`src/rtl/seq_divider.sv`:
```
// Sequential signed divider: restoring shift-subtract on operand magnitudes,
// one quotient bit per clock, with sign fix-up and exception flagging at the end.
module seq_divider #(
   parameter int WIDTH = 32
) (
   input  logic             clock,
   input  logic             reset_n,
   input  logic             ctrl_DIV,
   input  logic [WIDTH-1:0] data_operandA,
   input  logic [WIDTH-1:0] data_operandB,
   output logic [WIDTH-1:0] data_result,
   output logic [WIDTH-1:0] data_remainder,
   output logic             data_exception,
   output logic             data_resultRDY,
   output logic             busy
);

   localparam int CNT_W = $clog2(WIDTH);
   localparam logic [CNT_W-1:0] CNT_LAST = CNT_W'(WIDTH - 1);
   localparam logic [WIDTH-1:0] MOST_NEG = {1'b1, {(WIDTH-1){1'b0}}};

   typedef enum logic [1:0] {IDLE, BUSY, DONE} state_t;

   state_t           state_q, state_d;
   logic [CNT_W-1:0] cnt_q, cnt_d;
   logic [WIDTH-1:0] rem_q, rem_d;
   logic [WIDTH-1:0] dvd_q, dvd_d;
   logic [WIDTH-1:0] dvs_q, dvs_d;
   logic [WIDTH-1:0] a_q, a_d;
   logic             q_neg_q, q_neg_d;
   logic             r_neg_q, r_neg_d;
   logic             div0_q, div0_d;
   logic             ovf_q, ovf_d;
   logic [WIDTH-1:0] result_q, result_d;
   logic [WIDTH-1:0] remainder_q, remainder_d;
   logic             exc_q, exc_d;
   logic             rdy_q, rdy_d;
   logic             busy_q, busy_d;

   logic [WIDTH-1:0] a_abs, b_abs;
   logic [WIDTH:0]   rem_shift, trial;
   logic             q_bit;

   always_comb begin
      a_abs = data_operandA[WIDTH-1] ? (~data_operandA + WIDTH'(1)) : data_operandA;
      b_abs = data_operandB[WIDTH-1] ? (~data_operandB + WIDTH'(1)) : data_operandB;
      // The dividend register shifts its MSB into the remainder and takes the quotient bit in at the bottom.
      rem_shift = {rem_q, dvd_q[WIDTH-1]};
      trial     = rem_shift - {1'b0, dvs_q};
      q_bit     = ~trial[WIDTH];
   end

   always_comb begin
      state_d     = state_q;
      cnt_d       = cnt_q;
      rem_d       = rem_q;
      dvd_d       = dvd_q;
      dvs_d       = dvs_q;
      a_d         = a_q;
      q_neg_d     = q_neg_q;
      r_neg_d     = r_neg_q;
      div0_d      = div0_q;
      ovf_d       = ovf_q;
      result_d    = result_q;
      remainder_d = remainder_q;
      exc_d       = exc_q;
      rdy_d       = 1'b0;

      if (ctrl_DIV) begin
         state_d = BUSY;
         cnt_d   = '0;
         rem_d   = '0;
         dvd_d   = a_abs;
         dvs_d   = b_abs;
         a_d     = data_operandA;
         q_neg_d = data_operandA[WIDTH-1] ^ data_operandB[WIDTH-1];
         r_neg_d = data_operandA[WIDTH-1];
         div0_d  = (data_operandB == '0);
         ovf_d   = (data_operandA == MOST_NEG) && (data_operandB == '1);
      end else begin
         case (state_q)
            BUSY: begin
               rem_d = q_bit ? trial[WIDTH-1:0] : rem_shift[WIDTH-1:0];
               dvd_d = {dvd_q[WIDTH-2:0], q_bit};
               if (cnt_q == CNT_LAST) begin
                  state_d = DONE;
                  cnt_d   = '0;
               end else begin
                  cnt_d = cnt_q + CNT_W'(1);
               end
            end
            DONE: begin
               state_d = IDLE;
               rdy_d   = 1'b1;
               if (div0_q) begin
                  result_d    = '0;
                  remainder_d = a_q;
                  exc_d       = 1'b1;
               end else if (ovf_q) begin
                  result_d    = MOST_NEG;
                  remainder_d = '0;
                  exc_d       = 1'b1;
               end else begin
                  result_d    = q_neg_q ? (~dvd_q + WIDTH'(1)) : dvd_q;
                  remainder_d = r_neg_q ? (~rem_q + WIDTH'(1)) : rem_q;
                  exc_d       = 1'b0;
               end
            end
            default: ;
         endcase
      end

      busy_d = (state_d != IDLE);
   end

   always_ff @(posedge clock or negedge reset_n) begin
      if (!reset_n) begin
         state_q     <= IDLE;
         cnt_q       <= '0;
         rem_q       <= '0;
         dvd_q       <= '0;
         dvs_q       <= '0;
         a_q         <= '0;
         q_neg_q     <= 1'b0;
         r_neg_q     <= 1'b0;
         div0_q      <= 1'b0;
         ovf_q       <= 1'b0;
         result_q    <= '0;
         remainder_q <= '0;
         exc_q       <= 1'b0;
         rdy_q       <= 1'b0;
         busy_q      <= 1'b0;
      end else begin
         state_q     <= state_d;
         cnt_q       <= cnt_d;
         rem_q       <= rem_d;
         dvd_q       <= dvd_d;
         dvs_q       <= dvs_d;
         a_q         <= a_d;
         q_neg_q     <= q_neg_d;
         r_neg_q     <= r_neg_d;
         div0_q      <= div0_d;
         ovf_q       <= ovf_d;
         result_q    <= result_d;
         remainder_q <= remainder_d;
         exc_q       <= exc_d;
         rdy_q       <= rdy_d;
         busy_q      <= busy_d;
      end
   end

   assign data_result    = result_q;
   assign data_remainder = remainder_q;
   assign data_exception = exc_q;
   assign data_resultRDY = rdy_q;
   assign busy           = busy_q;

endmodule

```
`config.mk`:
```
export PLATFORM = sky130hd
export DESIGN_NAME = seq_divider
export DESIGN_NICKNAME = d
export VERILOG_FILES = /design/src/rtl/seq_divider.sv
export SDC_FILE = /design/constraint.sdc
export NUM_CORES = 1
export LEC_CHECK = 0
export BUFFER_PORTS_ARGS = -buffer_cell sky130_fd_sc_hd__buf_2
export CAP_MARGIN = 25
export CORE_UTILIZATION = 42
export DETAILED_ROUTE_END_ITERATION = 7
export SYNTH_ARGS = -nofsm -noshare
export SYNTH_HDL_FRONTEND = slang
export SYNTH_SLANG_ARGS = --single-unit
```
`constraint.sdc`:
```
create_clock -name clock -period 3.6 [get_ports clock]
set_input_delay 0.18 -clock clock [delete_from_list [all_inputs] [get_ports clock]]
set_output_delay 0.18 -clock clock [all_outputs]
set_load 0.05 [all_outputs]
```
Word-level counts from Yosys, hierarchy flattened
Index checks and enable logic that the tools add are counted.
{"block": "totals", "ff_bits": 206, "inputBits": 67, "output_inout_bits": 67, "elab_cells": 61}
{"block": "classes", "eq_ne": 5, "muxes": 23, "addsub": 6, "n_bitwise": 7, "reduce_logical": 5}
{"operator": "two-way mux 32 bit", "n": 13}
{"operator": "adder 32 x 1 -> 32 bit (second input constant)", "n": 4}
{"operator": "NOT 32 bit", "n": 4}
{"operator": "== test 32 bit (second input constant)", "n": 2}
{"operator": "subtractor 33 x 32 -> 33 bit", "n": 1}
{"operator": "zero test 32 bit", "n": 1}
{"operator": "two-way mux 5 bit", "n": 3}
{"operator": "adder 5 x 1 -> 5 bit (second input constant)", "n": 1}
{"operator": "== test 5 bit (second input constant)", "n": 1}
{"operator": "two-way mux 1 bit", "n": 4}
{"operator": "two-way mux 2 bit", "n": 2}
{"operator": "case mux 2 bit (2 select lines)", "n": 1}
{"operator": "nonzero test 2 bit", "n": 2}
{"operator": "== test 2 x 1 -> 1 bit (second input constant)", "n": 1}
{"operator": "== test 2 bit (second input constant)", "n": 1}
{"operator": "NOT 1 bit", "n": 2}
{"operator": "AND reduction 2 bit", "n": 1}
{"operator": "logical AND 1 bit", "n": 1}
{"operator": "XOR 1 bit", "n": 1}

Logic depth before layout (Yosys ltp)
Gate-level depths: netlist of the first run.
{"block": "logic_depth", "depth_word": 5, "depth_mapped": 14, "depth_no_buf": 12}

Worst setup path after synthesis of the first run
Ideal clock, no wire load.
{"block": "synth_path", "kind": "register to register", "start": "register rem_q[18]", "end": "register rem_q[0]", "synth_period_minus_slack_ps": 3120, "setup_time_ps": 72, "slack_ps": 480, "path_stages_with_launch": 13, "required_time_ps": 3528, "n_path_buf": 2, "arrival_ps": 3047, "path_cell_list": "dfrtp_1 > ha_1 > and2_1 > a21boi_0 > a2111oi_0 > nor4_1 > a2111o_1 > nand2_1 > buf_2 > buf_2 > mux2i_1 > mux2i_1 > nor2_1"}
{"block": "synth_between", "elab_chain_cells": 4}
{"element": "start: declaration", "line_no": "26", "source": "logic [WIDTH-1:0] rem_q, rem_d;"}
{"element": "start signal: assignment", "line_no": "136", "source": "rem_q <= rem_d;"}
{"element": "subtractor 33 x 32 -> 33 bit", "line_no": "49", "source": "trial = rem_shift - {1'b0, dvs_q};"}
{"element": "two-way mux 32 bit", "line_no": "83", "source": "rem_d = q_bit ? trial[WIDTH-1:0] : rem_shift[WIDTH-1:0];"}
{"element": "two-way mux 32 bit", "line_no": "81", "source": "case (state_q)"}
{"element": "two-way mux 32 bit", "line_no": "69", "source": "if (ctrl_DIV) begin"}
Every way passes these cells. The select of a mux whose other input is x is not followed.
A chain may end at the register's enable or synchronous reset.

Worst setup path after layout of the first run
{"block": "layout_path", "start": "register rem_q[16]", "end": "register rem_q[23]"}
The elaborated chain is that of the path after synthesis.

==> flow_metrics.py, run 1 <==
metrics = {
    "yosys": {
        "synth_enable_flop_cells": 0,
        "syn_avg_cell_area_sq_um": 8.80,
        "synth_most_common_cell": "dfrtp_1",
        "synth_nets": 1579,
        "synth_seq_cells": 205,
        "synth_area_sq_mm": 0.0129,
        "ys_warn_count": 0,
        "seq_area_frac_synth": 0.396,
        "yosysTopAreaCellShare": 0.396,
        "async_flop_share": 1.00,
        "syn-instance-count": 1470,
        "synthTopCellsByCount": "dfrtp_1 (205), nor2_1 (169), nand2_1 (149), o21ai_0 (122), a21oi_1 (97)",
        "synth_area_leaders": "dfrtp_1 (40%), xor2_1 (4.9%), nor2_1 (4.9%), o21ai_0 (4.7%), xnor2_1 (4.6%)",
        "yosys_most_used_dff": "dfrtp_1",
        "netlist.top_cell.by_area": "dfrtp_1",
        "ys_types": 63,
    },
    "floorplan": {
        "core_sq_mm": 0.0300,
        "die-area_sq_mm": 0.0315,
        "die_w_um": 178,
        "start_util": 0.432,
        "row_count": 63,
        "ioPinCount": 134,
        "die_h_um": 178,
    },
    "layout": {
        "insertedDiodeCount": 0,
        "fin_cells": 2032,
        "drive_gt1_frac": 0.159,
        "nNetsFinal": 1733,
        "syn_to_final_growth_pct": 18.6,
        "final_cell_area_sq_mm": 0.0153,
        "fill_cells": 2888,
    },
    "critical_path": {
        "critPathKind": "flop to flop",
        "startpoint_type": "flop",
        "crit_required_ps": 4040,
        "cp.arrival_ps": 3790,
        "cp_max_fo": 12,
        "critPathCaptureType": "flop",
    },
    "timing": {
        "grt_setup_unrepaired": "false",
        "post-route-period-util": 0.929,
        "tns_ps": 0,
        "layout_setup_ws_ps": 254,
        "finalSetupViolations": 0,
        "maxSlewViolCount": 0,
        "hold_ws_ps": 0.679,
        "finalHoldViolCount": 0,
        "finClkSkew_ps": 19.9,
        "slew_headroom": 0.340,
        "min_period_ps": 3350,
        "worst_pin_slew_ps": 988,
        "fmax_mhz": 299,
    },
    "grt": {
        "grt_pass1_vias": 10500,
        "grt_first_pass_wirelength_mm": 55.4,
        "grt_overflow": 0,
        "grt_max_degree": 102,
        "grt_use_total": 0.218,
        "antenna_found_initial": 1,
    },
    "min_path": {
        "min_path_type": "input pin to flop",
    },
    "place": {
        "dp_hpwl_mm": 24.4,
        "place_area_sq_mm": 0.0141,
        "post-place-cells": 1946,
        "port_buffers": 133,
        "place_congestion": 0.869,
        "preCtsSetupSlack_ps": 291,
    },
    "drt": {
        "via_per_inst": 5.47,
        "drtIter0Drc": 658,
        "vias": 11100,
        "dr.pass1.iters": 5,
        "wire_per_inst_um": 16.6,
        "drt-total-wl_mm": 33.8,
        "drcViolationCount": 0,
        "drtAntennaViolNets": 0,
    },
    "clock_network": {
        "cts_resized": 0,
        "cts_made_buffers": 25,
        "cts.htree.levels": 1,
        "clkSinkCount": 205,
        "clk_latency_ps": 540,
        "cts-root-buf": "clkbuf_16",
        "path_clk_slew_ps": 60,
        "cts_max_path_buffers": 3,
        "cts_tree": "yes",
    },
    "outcome": {
        "status": "complete, no violations",
    },
    "power": {
        "ir_drop_uv": 363,
        "leakage_nw": 7.22,
        "powerDensity_mw_per_mm2": 622,
    },
    "flow_run": {
        "cap_viol_max_count": 0,
    },
}
==> sequential cells by signal (all words and copies together), names as in the netlist <==
register,count
a_q,32
busy,1
cnt_q,5
data_exception,1
data_remainder,32
data_result,32
data_resultRDY,1
div0_q,1
dvd_q,32
dvs_q,32
ovf_q,1
q_neg_q,1
rem_q,32
state_q,2
==> per-layer routing <==
layer | vias to the layer above | part of all wire | GRT usage
li1 | 5558 | - | -
met1 | 5276 | 0.48 | 0.309
met2 | 257 | 0.46 | 0.360
met3 | 33 | 0.045 | 0.0229
met4 | 0 | 0.014 | 0.0410
met5 | - | 0 | 0
==> power breakdown <==
part	total, W	internal [W]	switching, W	leakage [nW]
Sequential	0.00302	0.00262	0.000402	2.61
Combinational	0.00398	0.00169	0.00228	4.19
Clock	0.00255	0.00155	0.000999	0.416
==> metrics by stage <==
stage	power [W]	utilization
after global routing	0.0102	0.512
after floorplan	0.00582	-
final	0.00954	0.512
after global placement	0.00693	0.471
after detailed placement	0.00697	0.471
after CTS	0.00960	0.512
==> cell usage in the layout (no fill, tap or decap), types with 10 or more instances in the layout <==
cell,synthesis,routed
clkbuf_16,0,25
a221oi_1,27,27
nand2_1,149,148
a211oi_1,31,31
nor4_1,12,12
or3_1,19,19
nand3_1,12,12
nand2b_1,14,13
dlygate4sd3_1,0,41
nor2_1,169,168
a21o_1,13,13
nor3_1,25,25
xnor2_1,68,68
xor2_1,73,73
dfrtp_1,205,205
nand4_1,17,17
buf_2,6,131
a21oi_1,97,97
or4_1,15,15
inv_1,55,55
o21ai_0,122,122
buf_4,0,32
mux2_2,34,34
mux2i_1,39,39
nor2b_1,11,11
o31ai_1,32,32
and3_1,10,10
o41ai_1,14,14
ha_1,41,40
==> timing repair <==
item,4_1_cts,5_1_grt
endpoints found under the hold margin,161,0
hold buffers,41,0
setup buffers,0,0
setup endpoints to repair,0,0
==> area by class of cell <==
| class | count | area, sq um | share of cell area |
|---|---|---|---|
| tap | 390 | 488 | 0.0318 |
| inverter | 55 | 206 | 0.0135 |
| clock buffer | 37 | 731 | 0.0476 |
| timing repair buffer | 208 | 1370 | 0.0894 |
| clock inverter | 8 | 105 | 0.00685 |
| sequential | 205 | 5130 | 0.334 |
| multi-input combinational | 1129 | 7310 | 0.477 |
==> critical path, cell delays in order, from the launching register on <==
cell and delay [ps]:
dfrtp_1 450, ha_1 410, a21oi_1 230, a21boi_0 110
a2111oi_0 430, buf_4 200, nor3_1 60, a211oi_1 380
nand2_2 240, buf_4 240, o311a_1 350, nor3_1 170
==> path summary, 6_finish.rpt <==
kind / startpoint / to / slack, ps / cells after the start
min: data_operandA[31] / a_q[31] / 0.7 / 3
max reg2reg: rem_q[16] / rem_q[23] / 250 / 11
max: rem_q[16] / rem_q[23] / 250 / 11
max in group asynchronous: reset_n / dvs_q[29] / 2250 / 3
min in group asynchronous: reset_n / data_result[4] / 310 / 2
min reg2reg: data_result[8] / data_result[8] / 470 / 2
==> cell families (layout without fill, tap and decap cells) <==
kind of cell | count (synthesis) | count (layout) | synth area share
AOI/OAI and AO/OA | 396 | 396 | 0.196
xor gates and xnor gates | 141 | 141 | 0.0954
adders and majority gates | 42 | 42 | 0.0412
buffers and inverters | 136 | 308 | 0.0400
DFF | 205 | 205 | 0.396
muxes | 73 | 73 | 0.0598
and+or+nand+nor | 477 | 477 | 0.171
(Power assumes the default switching activity.)
==> run 2: changes to the inputs <==
--- a/config.mk
+++ b/config.mk
@@ -9,6 +9,7 @@
 export CAP_MARGIN = 25
 export CORE_UTILIZATION = 42
 export DETAILED_ROUTE_END_ITERATION = 7
+export REMOVE_ABC_BUFFERS = 1
 export SYNTH_ARGS = -nofsm -noshare
 export SYNTH_HDL_FRONTEND = slang
 export SYNTH_SLANG_ARGS = --single-unit
==> run 2 against run 1 <==
Effect of this change: via count fell by 1.4%; first-iteration DRC count rose by 6.8%; register-to-register slack improved by 40 ps; critical endpoint is now rem_q[19].
==> flow_metrics.py, run 2 (same netlist as run 1, synthesis figures left out) <==
metrics = {
    "critical_path": {
        "critPathKind": "flop to flop",
        "critPathCaptureType": "flop",
        "reg2reg_slack_ps": 300,
        "cpPeakStageDelay_ps": 400,
        "crit_required_ps": 4040,
        "crit_path_frequent_cell": "a21oi_1",
        "cp_max_fo": 15,
        "cp.arrival_ps": 3750,
        "startpoint_type": "flop",
        "crit_path_top_delay_cell": "fa_1",
        "cp_cell_sequence": "inv_1 > ha_1 > fa_1 > nand2b_1 > a21oi_1 > o21ai_0 > a21oi_1 > a2111o_1 > nand2_2 > buf_4 > o311a_1 > nor3_1",
    },
    "timing": {
        "worst_pin_slew_ps": 1000,
        "finClkSkew_ps": 14.3,
        "fmax_mhz": 303,
        "min_period_ps": 3300,
        "finalSetupViolations": 0,
        "tns_ps": 0,
        "post-route-period-util": 0.918,
        "finalHoldViolCount": 0,
        "grt_setup_unrepaired": "false",
        "maxSlewViolCount": 0,
        "slew_headroom": 0.333,
    },
    "floorplan": {
        "start_util": 0.432,
        "die-area_sq_mm": 0.0315,
        "core_sq_mm": 0.0300,
        "row_count": 63,
        "die_w_um": 178,
        "ioPinCount": 134,
        "die_h_um": 178,
    },
    "min_path": {
        "min_path_type": "input pin to flop",
    },
    "layout": {
        "fin_cells": 2039,
        "insertedDiodeCount": 0,
        "nNetsFinal": 1739,
        "final_common_cell": "dfrtp_1",
        "syn_to_final_growth_pct": 19.3,
        "postLayoutCoreUtil": 0.515,
        "drive_gt1_frac": 0.160,
        "mostFrequentLayoutCells": "dfrtp_1 (205), nor2_1 (168), nand2_1 (148)",
    },
    "clock_network": {
        "cts_made_buffers": 25,
        "path_clk_slew_ps": 60,
        "cts_tree": "yes",
        "clk_latency_ps": 540,
        "clkSinkCount": 205,
        "cts_max_path_buffers": 3,
        "cts-root-buf": "clkbuf_16",
        "cts_resized": 0,
        "cts.htree.levels": 1,
    },
    "drt": {
        "via_per_inst": 5.38,
        "drcViolationCount": 0,
        "drtIter0Drc": 703,
        "drtAntennaViolNets": 0,
        "wire_per_inst_um": 16.2,
        "vias": 11000,
        "dr.pass1.iters": 5,
        "drt-total-wl_mm": 33.1,
    },
    "grt": {
        "antenna_found_initial": 0,
        "grt_max_degree": 100,
        "grt_first_pass_wirelength_mm": 54.6,
        "grt_pass1_vias": 10400,
        "grt_overflow": 0,
        "grt_use_total": 0.213,
    },
    "power": {
        "sw_frac_of_total": 0.382,
        "ir_drop_uv": 402,
        "combPwrFrac": 0.404,
        "internal_power_w": 0.00593,
        "power_frac_seq": 0.318,
        "leakage_nw": 7.26,
        "powerDensity_mw_per_mm2": 621,
        "power_switching_w": 0.00366,
        "p_clk_frac": 0.278,
    },
    "place": {
        "port_buffers": 133,
        "post-place-cells": 1946,
        "place_congestion": 0.862,
        "dp_hpwl_mm": 24.1,
    },
    "flow_run": {
        "cap_viol_max_count": 0,
    },
    "outcome": {
        "status": "complete, no violations",
    },
}
run 2: changes by cell type in the layout (fill, tap and decap cells not counted), sizes merged:
cell	change
clkbuf	+1
buf	+1
clkinvlp	+1
dlygate4sd3	+5
bufinv	+1
clkinv	-2
run 2: final cells by class:
cell class              instances  area, sq um
clock buffers                  38          754
clock inverters                 8          121
fillers                      2870        14500
inverters                      55          206
multi-input cells            1129         7310
flip-flops and latches        205         5130
well taps                     390          488
repair buffers                214         1420
run 2: critical path: cells and delay by family (launching register included):
family,cells,cell delay (ps)
flip-flops,1,360
AND/OR/NAND/NOR,3,460
AO/OA/AOI/OAI,5,1410
adder cells (fa/ha/maj),2,650
buffers and inverters,2,330
run 2: per-layer routing:
layer,share of wire,up-vias,track usage
met5,0,-,0
met2,0.45,242,0.346
li1,-,5574,-
met3,0.049,34,0.0236
met4,0.014,0,0.0459
met1,0.49,5121,0.305
run 2: path summary, 6_finish.rpt:
| kind | cells past startpoint | from | endpoint |
|---|---|---|---|
| min reg2reg | 2 | data_result[4] | data_result[4] |
| max in group asynchronous | 3 | reset_n | data_remainder[25] |
| max | 12 | dvd_q[31] | rem_q[19] |
| max reg2reg | 12 | dvd_q[31] | rem_q[19] |
| min | 3 | data_operandB[7] | dvs_q[7] |
| min in group asynchronous | 2 | reset_n | dvs_q[1] |
run 2: repair_timing:
item	4_1_cts	5_1_grt
hold buffers	46	0
endpoints found under the hold margin	142	0
setup buffers	0	0
run 2: power by group through the flow:
| stage | clock, W | combinational [W] | sequential, W |
|---|---|---|---|
| after global placement | 0 | 0.00379 | 0.00307 |
| after global routing | 0.00281 | 0.00433 | 0.00310 |
| after CTS | 0.00272 | 0.00387 | 0.00304 |
| after floorplan | 0 | 0.00271 | 0.00303 |
| final | 0.00266 | 0.00387 | 0.00305 |
| after detailed placement | 0 | 0.00381 | 0.00308 |
run 2: per-stage QoR:
stage                     setup slack (ps)  power [W]  hold slack [ps]  instance area (sq um)
after floorplan                       -248    0.00575             -116                  12600
after global placement                 417    0.00687              287                  14100
after detailed placement               301    0.00689              291                  14100
after CTS                              286    0.00962             2.74                  15400
after global routing                  31.3     0.0102             14.6                  15400
final                                  296    0.00958             20.3                  15400
